[config.mk]
export PLATFORM = sky130hd
export DESIGN_NAME = pong_engine
export DESIGN_NICKNAME = d
export VERILOG_FILES = /design/src/rtl/pong_engine.sv
export SDC_FILE = /design/constraint.sdc
export NUM_CORES = 1
export LEC_CHECK = 0
export CAP_MARGIN = 20
export CORE_MARGIN = 3
export CORE_UTILIZATION = 45
export CTS_BUF_LIST = sky130_fd_sc_hd__clkbuf_16
export CTS_CLUSTER_DIAMETER = 50
export CTS_CLUSTER_SIZE = 20
export DETAILED_ROUTE_END_ITERATION = 7
export PLACE_DENSITY = 0.6
export SLEW_MARGIN = 20
export SYNTH_ARGS = -nofsm -noshare
export SYNTH_HDL_FRONTEND = slang
export SYNTH_SLANG_ARGS = --single-unit
[constraint.sdc]
create_clock -name clk -period 6.2 [get_ports clk]
set_clock_uncertainty 0.2 [all_clocks]
set_input_delay 0.62 -clock clk [delete_from_list [all_inputs] [get_ports clk]]
set_output_delay 0.62 -clock clk [all_outputs]
set_load 0.005 [all_outputs]
[src/rtl/pong_engine.sv]
// Single-player Pong: frame-rate game state and registered per-pixel RGB.
// Optional hit-count bar enabled by defining PONG_SCORE_BAR_EN.
module pong_engine #(
  parameter int H_ACTIVE     = 640,
  parameter int V_ACTIVE     = 480,
  parameter int BALL_SIZE    = 8,
  parameter int PADDLE_X     = 16,
  parameter int PADDLE_W     = 8,
  parameter int PADDLE_H     = 64,
  parameter int PADDLE_STEP  = 4,
  parameter int BALL_STEP    = 2,
  parameter int SERVE_FRAMES = 60,
  parameter int MISS_FRAMES  = 30
) (
  input  logic       clk,
  input  logic       rst_n,
  input  logic [9:0] hsp,
  input  logic [9:0] vsp,
  input  logic       disparea,
  input  logic       btn_up,
  input  logic       btn_down,
  output logic       red,
  output logic       green,
  output logic       blue,
  output logic [3:0] hits,
  output logic [1:0] state_o
);

  typedef enum logic [1:0] {
    SERVE = 2'b00,
    PLAY  = 2'b01,
    MISS  = 2'b10
  } state_t;

  localparam logic [9:0] X_C    = 10'((H_ACTIVE - BALL_SIZE) / 2);
  localparam logic [9:0] Y_C    = 10'((V_ACTIVE - BALL_SIZE) / 2);
  localparam logic [9:0] P_C    = 10'((V_ACTIVE - PADDLE_H) / 2);
  localparam logic [9:0] P_MAX  = 10'(V_ACTIVE - PADDLE_H);
  localparam logic [9:0] P_STEP = 10'(PADDLE_STEP);
  localparam logic [9:0] V_END  = 10'(V_ACTIVE);
  localparam logic [9:0] PAD_L  = 10'(PADDLE_X);
  localparam logic [9:0] PAD_R  = 10'(PADDLE_X + PADDLE_W - 1);
  localparam logic [9:0] NET_L  = 10'(H_ACTIVE / 2 - 1);
  localparam logic [9:0] NET_R  = 10'(H_ACTIVE / 2);

  localparam logic signed [10:0] X_MAX  = 11'(H_ACTIVE - BALL_SIZE);
  localparam logic signed [10:0] Y_MAX  = 11'(V_ACTIVE - BALL_SIZE);
  localparam logic signed [10:0] X_HIT  = 11'(PADDLE_X + PADDLE_W);
  localparam logic signed [10:0] B_STEP = 11'(BALL_STEP);

  localparam logic [10:0] B_EXT = 11'(BALL_SIZE - 1);
  localparam logic [10:0] P_EXT = 11'(PADDLE_H - 1);

  localparam logic [5:0] SERVE_LAST = 6'(SERVE_FRAMES - 1);
  localparam logic [5:0] MISS_LAST  = 6'(MISS_FRAMES - 1);

  state_t      state_q, state_d;
  logic [5:0]  cnt_q, cnt_d;
  logic [9:0]  bx_q, bx_d;
  logic [9:0]  by_q, by_d;
  logic        dx_q, dx_d;
  logic        dy_q, dy_d;
  logic [9:0]  py_q, py_d;
  logic [3:0]  hits_q, hits_d;
  logic [2:0]  rgb_q, rgb_d;

  logic               frame_tick;
  logic signed [10:0] nx, ny;
  logic [9:0]         by_r;
  logic               dy_r;
  logic [10:0]        b_top, b_bot;
  logic [10:0]        p_top, p_bot;
  logic               overlap;

  logic [10:0] h_ext, v_ext;
  logic        in_ball, in_pad, in_net;
`ifdef PONG_SCORE_BAR_EN
  logic        in_bar;
`endif

  assign frame_tick = (hsp == 10'd0) && (vsp == V_END);

  // paddle motion from the held buttons, clamped to the screen
  always_comb begin
    py_d = py_q;
    if (frame_tick) begin
      if (btn_up && !btn_down) begin
        py_d = (py_q < P_STEP) ? 10'd0 : py_q - P_STEP;
      end else if (btn_down && !btn_up) begin
        py_d = (py_q > P_MAX - P_STEP) ? P_MAX : py_q + P_STEP;
      end
    end
  end

  // candidate ball step, vertical wall resolution and paddle overlap
  always_comb begin
    nx = dx_q ? ($signed({1'b0, bx_q}) + B_STEP)
              : ($signed({1'b0, bx_q}) - B_STEP);
    ny = dy_q ? ($signed({1'b0, by_q}) + B_STEP)
              : ($signed({1'b0, by_q}) - B_STEP);
    by_r = ny[9:0];
    dy_r = dy_q;
    if (ny < 11'sd0) begin
      by_r = 10'd0;
      dy_r = 1'b1;
    end else if (ny > Y_MAX) begin
      by_r = Y_MAX[9:0];
      dy_r = 1'b0;
    end
    b_top   = {1'b0, by_r};
    b_bot   = b_top + B_EXT;
    p_top   = {1'b0, py_q};
    p_bot   = p_top + P_EXT;
    overlap = (b_top <= p_bot) && (b_bot >= p_top);
  end

  // serve / play / miss sequencing and ball update, once per frame
  always_comb begin
    state_d = state_q;
    cnt_d   = cnt_q;
    bx_d    = bx_q;
    by_d    = by_q;
    dx_d    = dx_q;
    dy_d    = dy_q;
    hits_d  = hits_q;
    if (frame_tick) begin
      unique case (state_q)
        SERVE: begin
          bx_d = X_C;
          by_d = Y_C;
          dx_d = 1'b1;
          dy_d = 1'b1;
          if (cnt_q == SERVE_LAST) begin
            state_d = PLAY;
            cnt_d   = 6'd0;
          end else begin
            cnt_d = cnt_q + 6'd1;
          end
        end
        PLAY: begin
          by_d = by_r;
          dy_d = dy_r;
          if (nx > X_MAX) begin
            bx_d = X_MAX[9:0];
            dx_d = 1'b0;
          end else if (!dx_q && (nx <= X_HIT) && overlap) begin
            bx_d   = X_HIT[9:0];
            dx_d   = 1'b1;
            hits_d = hits_q + 4'd1;
          end else if (nx <= 11'sd0) begin
            bx_d    = 10'd0;
            state_d = MISS;
            cnt_d   = 6'd0;
          end else begin
            bx_d = nx[9:0];
          end
        end
        MISS: begin
          if (cnt_q == MISS_LAST) begin
            state_d = SERVE;
            cnt_d   = 6'd0;
            bx_d    = X_C;
            by_d    = Y_C;
            dx_d    = 1'b1;
            dy_d    = 1'b1;
          end else begin
            cnt_d = cnt_q + 6'd1;
          end
        end
        default: begin
          state_d = SERVE;
          cnt_d   = 6'd0;
        end
      endcase
    end
  end

  // game state registers
  always_ff @(posedge clk or negedge rst_n) begin
    if (!rst_n) begin
      state_q <= SERVE;
      cnt_q   <= 6'd0;
      bx_q    <= X_C;
      by_q    <= Y_C;
      dx_q    <= 1'b1;
      dy_q    <= 1'b1;
      py_q    <= P_C;
      hits_q  <= 4'd0;
    end else begin
      state_q <= state_d;
      cnt_q   <= cnt_d;
      bx_q    <= bx_d;
      by_q    <= by_d;
      dx_q    <= dx_d;
      dy_q    <= dy_d;
      py_q    <= py_d;
      hits_q  <= hits_d;
    end
  end

  // object coverage of the current pixel and colour priority
  always_comb begin
    h_ext   = {1'b0, hsp};
    v_ext   = {1'b0, vsp};
    in_ball = (hsp >= bx_q) && (h_ext <= {1'b0, bx_q} + B_EXT)
           && (vsp >= by_q) && (v_ext <= {1'b0, by_q} + B_EXT);
    in_pad  = (hsp >= PAD_L) && (hsp <= PAD_R)
           && (vsp >= py_q) && (v_ext <= {1'b0, py_q} + P_EXT);
    in_net  = (hsp >= NET_L) && (hsp <= NET_R) && !vsp[3];
`ifdef PONG_SCORE_BAR_EN
    in_bar  = (vsp >= 10'd4) && (vsp <= 10'd11) && (hsp >= 10'd4)
           && (h_ext < 11'd4 + {3'b000, hits_q, 4'b0000});
`endif
    rgb_d = 3'b000;
    if (!disparea) begin
      rgb_d = 3'b000;
    end else if (in_ball) begin
      rgb_d = (state_q == MISS) ? 3'b100 : 3'b111;
`ifdef PONG_SCORE_BAR_EN
    end else if (in_bar) begin
      rgb_d = 3'b110;
`endif
    end else if (in_pad) begin
      rgb_d = 3'b010;
    end else if (in_net) begin
      rgb_d = 3'b001;
    end
  end

  // pixel output register, one clock behind the position inputs
  always_ff @(posedge clk or negedge rst_n) begin
    if (!rst_n) begin
      rgb_q <= 3'b000;
    end else begin
      rgb_q <= rgb_d;
    end
  end

  assign red     = rgb_q[2];
  assign green   = rgb_q[1];
  assign blue    = rgb_q[0];
  assign hits    = hits_q;
  assign state_o = state_q;

endmodule

# --- After elaboration in Yosys (flattened, before gate mapping) ---
# Index checks and enable logic that the tools add are counted.
classes:
  order_cmp: 19
  shifts: 0
  bitwise_logic: 1
  n_mux: 39
  add_sub_neg: 12
  n_eq_ne: 12
  div_mod_pow: 0
  reduce_logical: 29
  mul: 0
ops:
  columns: ["cell", "count"]
  rows:
  - ["two-way mux 10 bit", 11]
  - ["one-hot mux 10 bit (3 select lines)", 2]
  - ["less-or-equal comparator 10 x 11 -> 1 bit", 4]
  - ["adder 10 x 3 -> 11 bit (second input constant)", 3]
  - ["greater-or-equal comparator 10 bit", 3]
  - ["two-way mux 6 bit", 5]
  - ["adder 10 x 2 -> 11 bit (second input constant)", 2]
  - ["two-way mux 11 bit", 2]
  - ["subtractor 10 x 2 -> 11 bit (second input constant)", 2]
  - ["one-hot mux 6 bit (3 select lines)", 1]
  - ["AND reduction 4 bit", 4]
  - ["logical AND 1 bit", 14]
  - ["two-way mux 2 bit", 7]
  - ["adder 10 x 6 -> 11 bit (second input constant)", 1]
  - ["greater-or-equal comparator 11 x 10 -> 1 bit", 1]
  - ["> comparator 11 x 10 -> 1 bit (second input constant)", 1]
  - ["> comparator 11 bit (second input constant)", 1]
  - ["less-or-equal comparator 11 x 1 -> 1 bit (second input constant)", 1]
  - ["less-or-equal comparator 11 x 6 -> 1 bit (second input constant)", 1]
  - ["less-than comparator 11 x 1 -> 1 bit (second input constant)", 1]
  - ["adder 10 x 3 -> 10 bit (second input constant)", 1]
  - ["== test 10 x 9 -> 1 bit (second input constant)", 1]
  - ["greater-or-equal comparator 10 x 5 -> 1 bit (second input constant)", 1]
  - ["greater-or-equal comparator 10 x 9 -> 1 bit (second input constant)", 1]
  - ["26 further kinds", 41]
word_totals:
  rom_bits: 0
  n_memories: 0
  reg_bits: 47
  inputBits: 25
  mem_bits_rw: 0
  latchBits: 0
  wordCells: 121
  output_inout_bits: 9

# --- Logic depth before layout (Yosys ltp) ---
# Gate-level depths: netlist of the first run.
depth:
  depth_word: 12
  ltp_mapped: 25
  depth_no_buf: 23

# --- Least setup slack after synthesis of the first run ---
# OpenSTA, ideal clock, no wires.
synth_timing:
  path_kind: "register to register"
  startpoint: "register by_q[2]"
  endpoint: "register hits_q[1], in the netlist hits[1]"
  path_slack_ns: 0.596
  path_stages_with_launch: 23
  synth_period_minus_slack_ns: 5.604
  arrival_time_ns: 5.276
  path_cell_list: "dfstp_2 -> inv_1 -> fa_1 -> xnor2_1 -> nand3_1 -> mux2_2 -> a221o_1 -> o211ai_4 -> nor2_1 -> nand2_1 -> ha_1 -> o21ai_0 -> and4b_1 -> a21o_1 -> ha_1 -> and3_1 -> a2111oi_0 -> a211oi_1 -> nand4_1 -> nor4_2 -> o31ai_4 -> nand2b_4 -> mux2_1"
synth_via:
  elab_chain_cells: 10
  elab_cells_between_ends: 13
synth_lines:
  columns: ["element", "line", "rtl"]
  rows:
  - ["start: declaration", "60", "logic [9:0] by_q, by_d;"]
  - ["start signal: assignment", "193", "by_q <= by_d;"]
  - ["subtractor 10 x 2 -> 11 bit / adder 10 x 2 -> 11 bit (equally long branches)", "100, 99", null]
  - ["two-way mux 11 bit (*)", "99", "ny = dy_q ? ($signed({1'b0, by_q}) + B_STEP)"]
  - ["> comparator 11 x 10 -> 1 bit", "106", "end else if (ny > Y_MAX) begin"]
  - ["two-way mux 10 bit", "106", null]
  - ["two-way mux 10 bit (*)", "103", "if (ny < 11'sd0) begin"]
  - ["adder 10 x 3 -> 11 bit", "111", "b_bot = b_top + B_EXT;"]
  - ["greater-or-equal comparator 11 x 10 -> 1 bit", "114", "overlap = (b_top <= p_bot) && (b_bot >= p_top);"]
  - ["logical AND 1 bit (*)", "114", null]
  - ["logical AND 1 bit (*)", "146", "end else if (!dx_q && (nx <= X_HIT) && overlap) begin"]
  - ["AND reduction 4 bit (no line) (*)", null, null]
  - ["end signal: assignment", "197", "hits_q <= hits_d;"]
  - ["end: declaration", "64", "logic [3:0] hits_q, hits_d;"]
# Every way passes the cells marked *; elsewhere a longest branch is shown, timed or not.
# A chain may end at the register's enable or synchronous reset.

# --- Worst setup path in the final report of the first run ---
layout_timing:
  startpoint: "register dy_q"
  endpoint: "register hits_q[1], in the netlist hits[1]"
layout_via:
  elab_chain_cells: 9
  elab_cells_between_ends: 11
layout_lines:
  columns: ["element", "line", "rtl"]
  rows:
  - ["start: declaration", "62", "logic dy_q, dy_d;"]
  - ["start signal: assignment", "195", "dy_q <= dy_d;"]
  - ["two-way mux 11 bit (*)", "99", null]
  - ["> comparator 11 x 10 -> 1 bit", "106", null]
  - ["two-way mux 10 bit", "106", null]
  - ["two-way mux 10 bit (*)", "103", null]
  - ["adder 10 x 3 -> 11 bit", "111", null]
  - ["greater-or-equal comparator 11 x 10 -> 1 bit", "114", null]
  - ["logical AND 1 bit (*)", "114", null]
  - ["logical AND 1 bit (*)", "146", null]
  - ["AND reduction 4 bit (no line) (*)", null, null]
# Marks and branches as above.

==> results of run 1 <==
## cells in the final DEF (no fill, tap or decap), types with 5 or more instances in the layout
master,n
a21o_1,18
nand2_1,41
or2_2,5
o21ai_0,45
inv_1,43
o21a_1,16
a21oi_1,44
xor2_1,9
and2_1,5
nand4_1,11
clkbuf_16,5
nor4_1,5
nor3_1,22
buf_4,13
o211ai_1,5
clkdlybuf4s50_1,32
dfstp_2,15
nor2_1,47
and3_1,6
a211oi_1,5
nand2b_1,9
o21ai_1,6
dfrtp_1,29
nor2b_1,8
xnor2_1,33
nand3_1,28
or3_1,6
a31oi_1,11
o31ai_1,6
ha_1,100
## per-layer routing
metal | global-route usage | share of wire | vias up
met4 | 0.0388 | 0.012 | 0
met2 | 0.346 | 0.44 | 152
met5 | 0 | 0 | -
li1 | - | - | 2570
met3 | 0.0332 | 0.056 | 14
met1 | 0.328 | 0.49 | 2460
## stage by stage
step	instance area, sq um	setup slack, ns
after floorplan	5600	0.596
after detailed placement	6150	0.140
after global routing	6350	0.0427
final	6350	0.346
after CTS	6300	0.131
after global placement	6150	0.338
## power breakdown
group | total (W) | internal (W) | switching (W)
Clock | 0.000280 | 0.000153 | 0.000127
Sequential | 0.000287 | 0.000287 | 0.0000000186
Combinational | 0.0000734 | 0.0000336 | 0.0000398
Total | 0.000640 | 0.000474 | 0.000167
## path summary, 6_finish.rpt
kind                            to  slack, ns
setup / recovery           hits[1]       0.35
hold / removal             py_q[3]       0.13
setup reg to reg           hits[1]       0.35
hold reg to reg            hits[3]       0.27
max in group asynchronous  bx_q[7]       5.27
min in group clk           hits[3]       0.27
## flip-flops by register name (all words and copies together), names as in the netlist
signal / cells
bx_q: 9
by_q: 10
cnt_q: 6
dx_q: 1
dy_q: 1
hits: 4
py_q: 8
rgb_q: 3
state_o: 2
## area by class of cell
class | count | area (sq um)
Clock buffer | 5 | 125
Clock inverter | 3 | 25.0
Multi-Input combinational cell | 569 | 4280
Fill cell | 1140 | 5710
Tap cell | 168 | 210
Sequential cell | 44 | 1120
Inverter | 46 | 173
Timing Repair Buffer | 45 | 418
## kinds of logic after synthesis
group	count (synthesis)
XOR/XNOR	43
buffers and inverters	59
other	1
AO/OA/AOI/OAI	204
adder cells (fa/ha/maj)	102
flip-flops	44
AND/OR/NAND/NOR	211
multiplexers	7
## what timing repair did
item,CTS,global route
setup endpoints to repair,0,21
setup buffers,0,3
gates resized for setup,0,5
==> impl_metrics.ini, run 1 <==
[status]
outcome = completed

[grt]
grt_pass1_wl_um = 25500
grt_max_degree = 45
overflow = 0
antenna_found_initial = 0
grt_use_total = 0.221
grt_pass1_vias = 5079

[flow_run]
cap_violations = 0

[drt]
firstDrtPassIters = 5
wl_um = 15300
drt_iter0_markers = 339
routedWlPerCell_um = 17.4
postRouteAntennaNets = 0
vias_per_cell = 5.90
drcViolationCount = 0
num_vias = 5196

[yosys]
synth_common_cells = ha_1 (100), nor2_1 (47), o21ai_0 (45)
yosysMostFrequentCell = ha_1
synthMuxAreaShare = 0.0132
netlist_instances = 671
synth_warnings = 0
synth_adder_area_share = 0.231
synth_top_area_share = 0.224
synth_area_sq_mm = 0.00560
async_flop_share = 1.00
synth_edf_count = 0
ys_seq_area_frac = 0.200
synthFlopType = dfrtp_1
yosys.area.top_type = ha_1
post_synth.cell_area_avg_sq_um = 8.34
synth_compound_area_frac = 0.252
synth-simple-area-share = 0.195
synth_top_family_by_area = compound AO/OA/AOI/OAI gates
synthTopCellsByArea = ha_1 (22%), dfrtp_1 (13%), dfstp_2 (7.0%)
yosys_register_bits = 44
synth-xor-area-share = 0.0673
synth.distinct_cells = 75

[worst_hold_path]
hold_path_class = primary input to async pin

[floorplan]
start_util = 0.464
ios = 34
rows = 40
die_h_um = 118
die_x_um = 118
coreArea_sq_mm = 0.0121
die_area_sq_mm = 0.0138

[sta]
tns_ns = 0
finalSetupViolCount = 0
whs_ns = 0.133
tightest_slew_ns = 0.835
max_slew_margin = 0.441
period_share = 0.944
rsz0062_at_grt = no
drv_slew = 0
fmax_mhz = 171
hold_viol = 0
layout_min_cycle_time_ns = 5.85

[clock_tree]
clock_sinks = 44
htreeDepth = 2
cts_max_path_buffers = 2
clk_pin_slew_ns = 0.07
postCtsHoldBufs = 0
tritoncts = yes
cts_buffers = 5
clkLatencyLatePin_ns = 0.29
root_buffer = clkbuf_16

[finish]
fin_cells = 880
drive_gt1_frac = 0.0941
final_core_util = 0.527
antenna_cells = 0
fin_nets = 838
area_growth_syn_to_layout_pct = 13.5

[worst_setup_path]
crit_path_start_kind = flop
crit_path_top_delay_cell = dfstp_2
cp_num_buf_inv = 1
reg2reg_depth = 22
crit_arrival_ns = 5.83
path_depth = 22
crit_required_ns = 6.18
crit_path_cell_trace = inv_1 > ha_1 > a21o_1 > a21oi_2 > mux2_2 > a221o_1 > o211ai_4 > nor2_1 > nand2_1 > ha_1 > o21ai_0 > and4b_1 > a21o_1 > ha_1 > and3_1 > a2111oi_2 > a211oi_2 > nand4_1 > nor4_4 > o31ai_4 > nand2b_4 > mux2_1
crit_start = dy_q
r2r_start = dy_q
critPathMostFrequentCell = ha_1
cpLargestDelayFamily = compound AO/OA/AOI/OAI gates
crit_type = flop to flop
cp-end-kind = flop
worstPathMaxFanout = 8
slowest_delay_ns = 0.59

[power]
fin_total_pwr_w = 0.000640
leakage_nw = 2.72
peakVddDrop_v = 0.000107
power.density_mw_per_mm2 = 101

[place]
dp_hpwl_um = 12300
portBuffers = 33
post-place-cells = 869
gp_congestion = 0.931
Power figures use the tool's default switching activity.
==> inputs of run 2 (changes only) <==
--- a/config.mk
+++ b/config.mk
@@ -5,6 +5,7 @@
 export SDC_FILE = /design/constraint.sdc
 export NUM_CORES = 1
 export LEC_CHECK = 0
+export ABC_AREA = 1
 export CAP_MARGIN = 20
 export CORE_MARGIN = 3
 export CORE_UTILIZATION = 45
@@ -13,6 +14,7 @@
 export CTS_CLUSTER_SIZE = 20
 export DETAILED_ROUTE_END_ITERATION = 7
 export PLACE_DENSITY = 0.6
+export REMOVE_ABC_BUFFERS = 1
 export SLEW_MARGIN = 20
 export SYNTH_ARGS = -nofsm -noshare
 export SYNTH_HDL_FRONTEND = slang
==> run 2 against run 1 <==
Global-route usage grew 1.9 points. Critical endpoint is now hits[2]. Sequential cell count is the same. Cell count grew 17%. Via count grew 7.9%. Critical path depth grew 8. First-iteration DRC count grew 13%. Die area grew 2.6%. Non-clock buffer count shrank 10. Setup slack gained 1.0 ns. Sequential share of layout area shrank 0.30 points. Largest cell class unchanged.
==> impl_metrics.ini, run 2 <==
[status]
outcome = completed

[finish]
fin_cells = 1028
final_common_cell = nand2_1
fin_nets = 986
antenna_cells = 0
area_growth_syn_to_layout_pct = 12.4
drive_gt1_frac = 0.0674
fillers = 1205
top_register = by_q
largest_reg_flops = 10
most-common-layout-cells = nand2_1 (170), inv_1 (121), ha_1 (100)
top_regs = by_q: 10 flops, bx_q: 9 flops, py_q: 8 flops

[power]
peakVddDrop_v = 0.000111
leakage_nw = 3.48
power.density_mw_per_mm2 = 104

[worst_setup_path]
slowest_delay_ns = 0.55
r2r_start = dy_q
reg2reg_depth = 30
crit_start = dy_q
crit_path_top_delay_cell = dfstp_2
crit_type = flop to flop
crit_required_ns = 6.18
cp-end-kind = flop
critPathMostFrequentCell = nand2_1
crit_path_start_kind = flop
worstPathMaxFanout = 10
crit_arrival_ns = 4.82

[yosys]
synth_warnings = 0
synthFlopType = dfrtp_1
post_synth.cell_area_avg_sq_um = 7.03
synth_common_cells = nand2_1 (170), inv_1 (120), ha_1 (100)
ys_seq_area_frac = 0.195
synth_top_area_share = 0.218
synth_area_sq_mm = 0.00575
netlist_instances = 818
synthTopCellsByArea = ha_1 (22%), dfrtp_1 (13%), nand2_1 (11%)
yosysMostFrequentCell = nand2_1
yosys_register_bits = 44
async_flop_share = 1.00
yosys.area.top_type = ha_1
synth.distinct_cells = 49
synth_edf_count = 0

[grt]
overflow = 0
antenna_found_initial = 0
grt_max_degree = 45
grt_pass1_vias = 5467
grt_use_total = 0.240
grt_pass1_wl_um = 27700

[sta]
finalSetupViolCount = 0
max_slew_margin = 0.434
layout_min_cycle_time_ns = 4.84
fmax_mhz = 207
rsz0062_at_grt = no
period_share = 0.780
drv_slew = 0
tightest_slew_ns = 0.841
hold_viol = 0
tns_ns = 0

[floorplan]
start_util = 0.469
ios = 34
die_h_um = 119
rows = 40
coreArea_sq_mm = 0.0123
die_area_sq_mm = 0.0142
die_x_um = 119

[flow_run]
cap_violations = 0

[clock_tree]
clkLatencyLatePin_ns = 0.30
clock_sinks = 44
tritoncts = yes
cts_max_path_buffers = 2
cts_buffers = 5
clk_pin_slew_ns = 0.06
cts_resized = 0
htreeDepth = 2
root_buffer = clkbuf_16
cts_setup_buffers = 0
postCtsHoldBufs = 0

[drt]
met3WireLength_um = 646
drcViolationCount = 0
num_vias = 5605
firstDrtPassIters = 6
wl_met1_um = 7670
top_layer_used = met4
wl_um = 16500
postRouteAntennaNets = 0
wl_met2_um = 7870
routedWlPerCell_um = 16.1
drt_iter0_markers = 384
vias_per_cell = 5.45

[place]
post-place-cells = 1020
dp_hpwl_um = 13500
gp_congestion = 0.917
portBuffers = 33

[worst_hold_path]
hold_path_class = primary input to async pin
run 2: path summary, 6_finish.rpt:
| check | slack, ns | endpoint |
|---|---|---|
| setup / recovery | 1.36 | hits[2] |
| hold / removal | 0.23 | by_q[4] |
| setup reg to reg | 1.36 | hits[2] |
| hold reg to reg | 0.33 | hits[3] |
| max in group asynchronous | 5.16 | cnt_q[0] |
| min in group clk | 0.33 | hits[3] |
run 2: final cells by class:
cell class                      instances  area [sq um]  area share
Multi-Input combinational cell        647          4150       0.643
Sequential cell                        44          1120       0.173
Inverter                              126           475      0.0736
Timing Repair Buffer                   35           340      0.0527
Tap cell                              168           210      0.0325
Clock buffer                            5           125      0.0194
Clock inverter                          3          38.8     0.00600
run 2: routing by layer:
layer  track usage  vias to the layer above
met5             0                        -
met4        0.0550                        0
met3        0.0318                       21
met2         0.415                      142
met1         0.319                     2606
li1              -                     2836
run 2: critical path: cells and delay by family (launching register included):
kind	cells	cell delay, ns
flip-flops	1	0.55
adder cells (fa/ha/maj)	3	0.95
buffers and inverters	4	0.36
AO/OA/AOI/OAI	3	0.57
XOR/XNOR	2	0.30
AND/OR/NAND/NOR	18	1.80
run 2: per-stage QoR:
stage | util | hold WS (ns) | worst slack (ns) | total power (W) | cell area [sq um]
after floorplan | - | 0.124 | 1.88 | 0.000326 | 5750
after global placement | 0.514 | 0.295 | 1.47 | 0.000368 | 6300
after detailed placement | 0.514 | 0.321 | 1.37 | 0.000370 | 6300
after CTS | 0.527 | 0.245 | 1.37 | 0.000677 | 6460
after global routing | 0.527 | 0.275 | 0.824 | 0.000699 | 6460
final | 0.527 | 0.225 | 1.36 | 0.000671 | 6460
run 2: logic make-up after synthesis:
logic type,Yosys count,share of synthesized area
simple gates,375,0.300
xor+xnor,36,0.0561
compound gates,132,0.140
other cells,1,0.000652
flops,44,0.195
buf+inv,128,0.0840
fa+ha+maj,102,0.225
run 2: power by group:
group / total (W) / switching, W / internal, W
Combinational: 0.0000778 / 0.0000461 / 0.0000316
Clock: 0.000306 / 0.000117 / 0.000188
Sequential: 0.000288 / 0.0000000194 / 0.000288
Total: 0.000671 / 0.000164 / 0.000507
==> inputs of run 3 (changes only) <==
--- a/config.mk
+++ b/config.mk
@@ -13,7 +13,7 @@
 export CTS_CLUSTER_DIAMETER = 50
 export CTS_CLUSTER_SIZE = 20
 export DETAILED_ROUTE_END_ITERATION = 7
-export PLACE_DENSITY = 0.6
+export PLACE_DENSITY = 0.62
 export REMOVE_ABC_BUFFERS = 1
 export SLEW_MARGIN = 20
 export SYNTH_ARGS = -nofsm -noshare
==> constraint.sdc (replaced) <==
create_clock -name clk -period 4.3 [get_ports clk]
set_clock_uncertainty 0.2 [all_clocks]
set_input_delay 0.43 -clock clk [delete_from_list [all_inputs] [get_ports clk]]
set_output_delay 0.43 -clock clk [all_outputs]
set_load 0.005 [all_outputs]
==> run 3 against run 2 <==
The run now ends with negative setup slack left. Routed wire length grew 3.2%. Critical path depth rose by 1. Sequential share of layout area is 1.9 points lower. First-iteration DRC count decreased by 21%. Power rose by 37%. Clock power grew 30%. Register-to-register slack worse by 1.5 ns. Sequential cell count stayed put. Global-route usage rose by 0.16 points. Final area is 12% higher. Critical path type unchanged. Largest cell class unchanged. Largest power group is now sequential cells.
==> impl_metrics.ini, run 3 (same netlist as run 2, synthesis figures left out) <==
[sta]
max_slew_margin = 0.514
hold_viol = 0
layout_min_cycle_time_ns = 4.45
rsz0062_at_grt = yes
finalSetupViolCount = 17
period_share = 1.04
layout_setup_ws_ns = -0.154
fmax_mhz = 225
tightest_slew_ns = 0.722
drv_slew = 0

[grt]
grt_max_degree = 45
antenna_found_initial = 0
grt_use_total = 0.242
overflow = 0
grt_pass1_wl_um = 28200
grt_pass1_vias = 5826

[drt]
drcViolationCount = 0
postRouteAntennaNets = 0
num_vias = 5862
routedWlPerCell_um = 15.6
vias_per_cell = 5.37
wl_um = 17000
drt_iter0_markers = 303
firstDrtPassIters = 5

[power]
cell_internal_pwr_w = 0.000681
peakVddDrop_v = 0.000124
p_clk_frac = 0.431
seqPwrFrac = 0.449
leakage_nw = 3.81
power.density_mw_per_mm2 = 127
switchingPower_w = 0.000241
p_comb_frac = 0.119
sw_frac_of_total = 0.262

[flow_run]
cap_violations = 0

[worst_setup_path]
crit_type = flop to flop
crit_arrival_ns = 4.44
slowest_delay_ns = 0.57
cp-end-kind = flop
crit_path_start_kind = flop
critPathMostFrequentCell = nand2_2
crit_required_ns = 4.29
crit_path_top_delay_cell = dfstp_2
worstPathMaxFanout = 5

[finish]
multi_input_area_sq_mm = 0.00445
fin_area_sq_mm = 0.00725
drive_gt1_frac = 0.190
most-common-layout-cells = nand2_1 (147), inv_1 (116), ha_1 (92)
fin_cells = 1092
area_growth_syn_to_layout_pct = 26.1
seq_area_sq_mm = 0.00112
final_common_cell = nand2_1
top_regs = by_q: 10 flops, bx_q: 9 flops, py_q: 8 flops
largest_reg_flops = 10
top_register = by_q
fillers = 1181
fin_nets = 1050
antenna_cells = 0

[clock_tree]
tritoncts = yes
clock_sinks = 44
cts_max_path_buffers = 2
clkLatencyLatePin_ns = 0.30
root_buffer = clkbuf_16
htreeDepth = 2
cts_buffers = 5
clk_pin_slew_ns = 0.07

[floorplan]
die_area_sq_mm = 0.0142
ios = 34
rows = 40
die_x_um = 119
start_util = 0.469
die_h_um = 119
coreArea_sq_mm = 0.0123

[place]
portBuffers = 33
dp_hpwl_um = 13600
placed_cell_area_sq_mm = 0.00665
place_ws_ns = -0.216
post-place-cells = 1067
gp_congestion = 0.929

[status]
violations = negative setup slack
outcome = complete, but fails checks

[worst_hold_path]
hold_path_class = flop to flop
[run 3: area by class of cell]
cell class / instances / share of cell area
Multi-Input combinational cell: 648 / 0.614
Tap cell: 168 / 0.0290
Timing Repair inverter: 1 / 0.00104
Inverter: 126 / 0.0664
Sequential cell: 44 / 0.154
Timing Repair Buffer: 97 / 0.115
Clock inverter: 3 / 0.00345
Clock buffer: 5 / 0.0173
[run 3: per-layer routing]
| layer | part of all wire | vias to the layer above | GRT usage |
|---|---|---|---|
| met5 | 0 | - | 0 |
| met3 | 0.033 | 31 | 0.0233 |
| met4 | 0.024 | 0 | 0.0702 |
| met2 | 0.50 | 113 | 0.436 |
| met1 | 0.45 | 2743 | 0.305 |
| li1 | - | 2975 | - |
[run 3: final timing paths]
kind | from | to | slack (ns) | cells after the start
setup / recovery | dy_q | cnt_q[1] | -0.15 | 31
hold / removal | cnt_q[3] | cnt_q[3] | 0.32 | 2
setup reg to reg | dy_q | cnt_q[1] | -0.15 | 31
hold reg to reg | cnt_q[3] | cnt_q[3] | 0.32 | 2
max in group asynchronous | rst_n | by_q[0] | 3.01 | 2
min in group asynchronous | rst_n | hits[0] | 0.48 | 2
[run 3: worst max-delay path: cells and delay by family, from the launching register on]
family                   cells  cell delay [ns]
flip-flops                   1             0.57
XOR/XNOR                     1             0.17
adder cells (fa/ha/maj)      3             0.86
AO/OA/AOI/OAI                3             0.41
AND/OR/NAND/NOR             20             1.78
buffers and inverters        4             0.38
[run 3: through the flow]
| step | total power [W] | hold WS, ns | utilization | setup TNS, ns |
|---|---|---|---|---|
| floorplan | 0.000470 | -0.0656 | - | -0.0208 |
| global placement | 0.000526 | 0.289 | 0.542 | -1.63 |
| detailed placement | 0.000530 | 0.297 | 0.542 | -2.60 |
| CTS | 0.000933 | 0.162 | 0.574 | -0.910 |
| global route | 0.000965 | 0.343 | 0.592 | -6.20 |
| finish | 0.000922 | 0.316 | 0.592 | -1.82 |
[run 3: power by group through the flow]
stage                     Sequential (W)  Combinational [W]  Clock, W
after detailed placement        0.000422           0.000108         0
after floorplan                 0.000422          0.0000477         0
final                           0.000414           0.000110  0.000398
after global placement          0.000422           0.000104         0
after global routing            0.000414           0.000123  0.000428
after CTS                       0.000414           0.000109  0.000410
[run 3: repair_timing]
item | in CTS | in global routing
cloned | 1 | 1
gates resized for setup | 38 | 34
setup buffers | 7 | 8
hold buffers | 0 | 1
endpoints found under the hold margin | 0 | 20
pin swaps | 12 | 22
setup endpoints to repair | 18 | 18
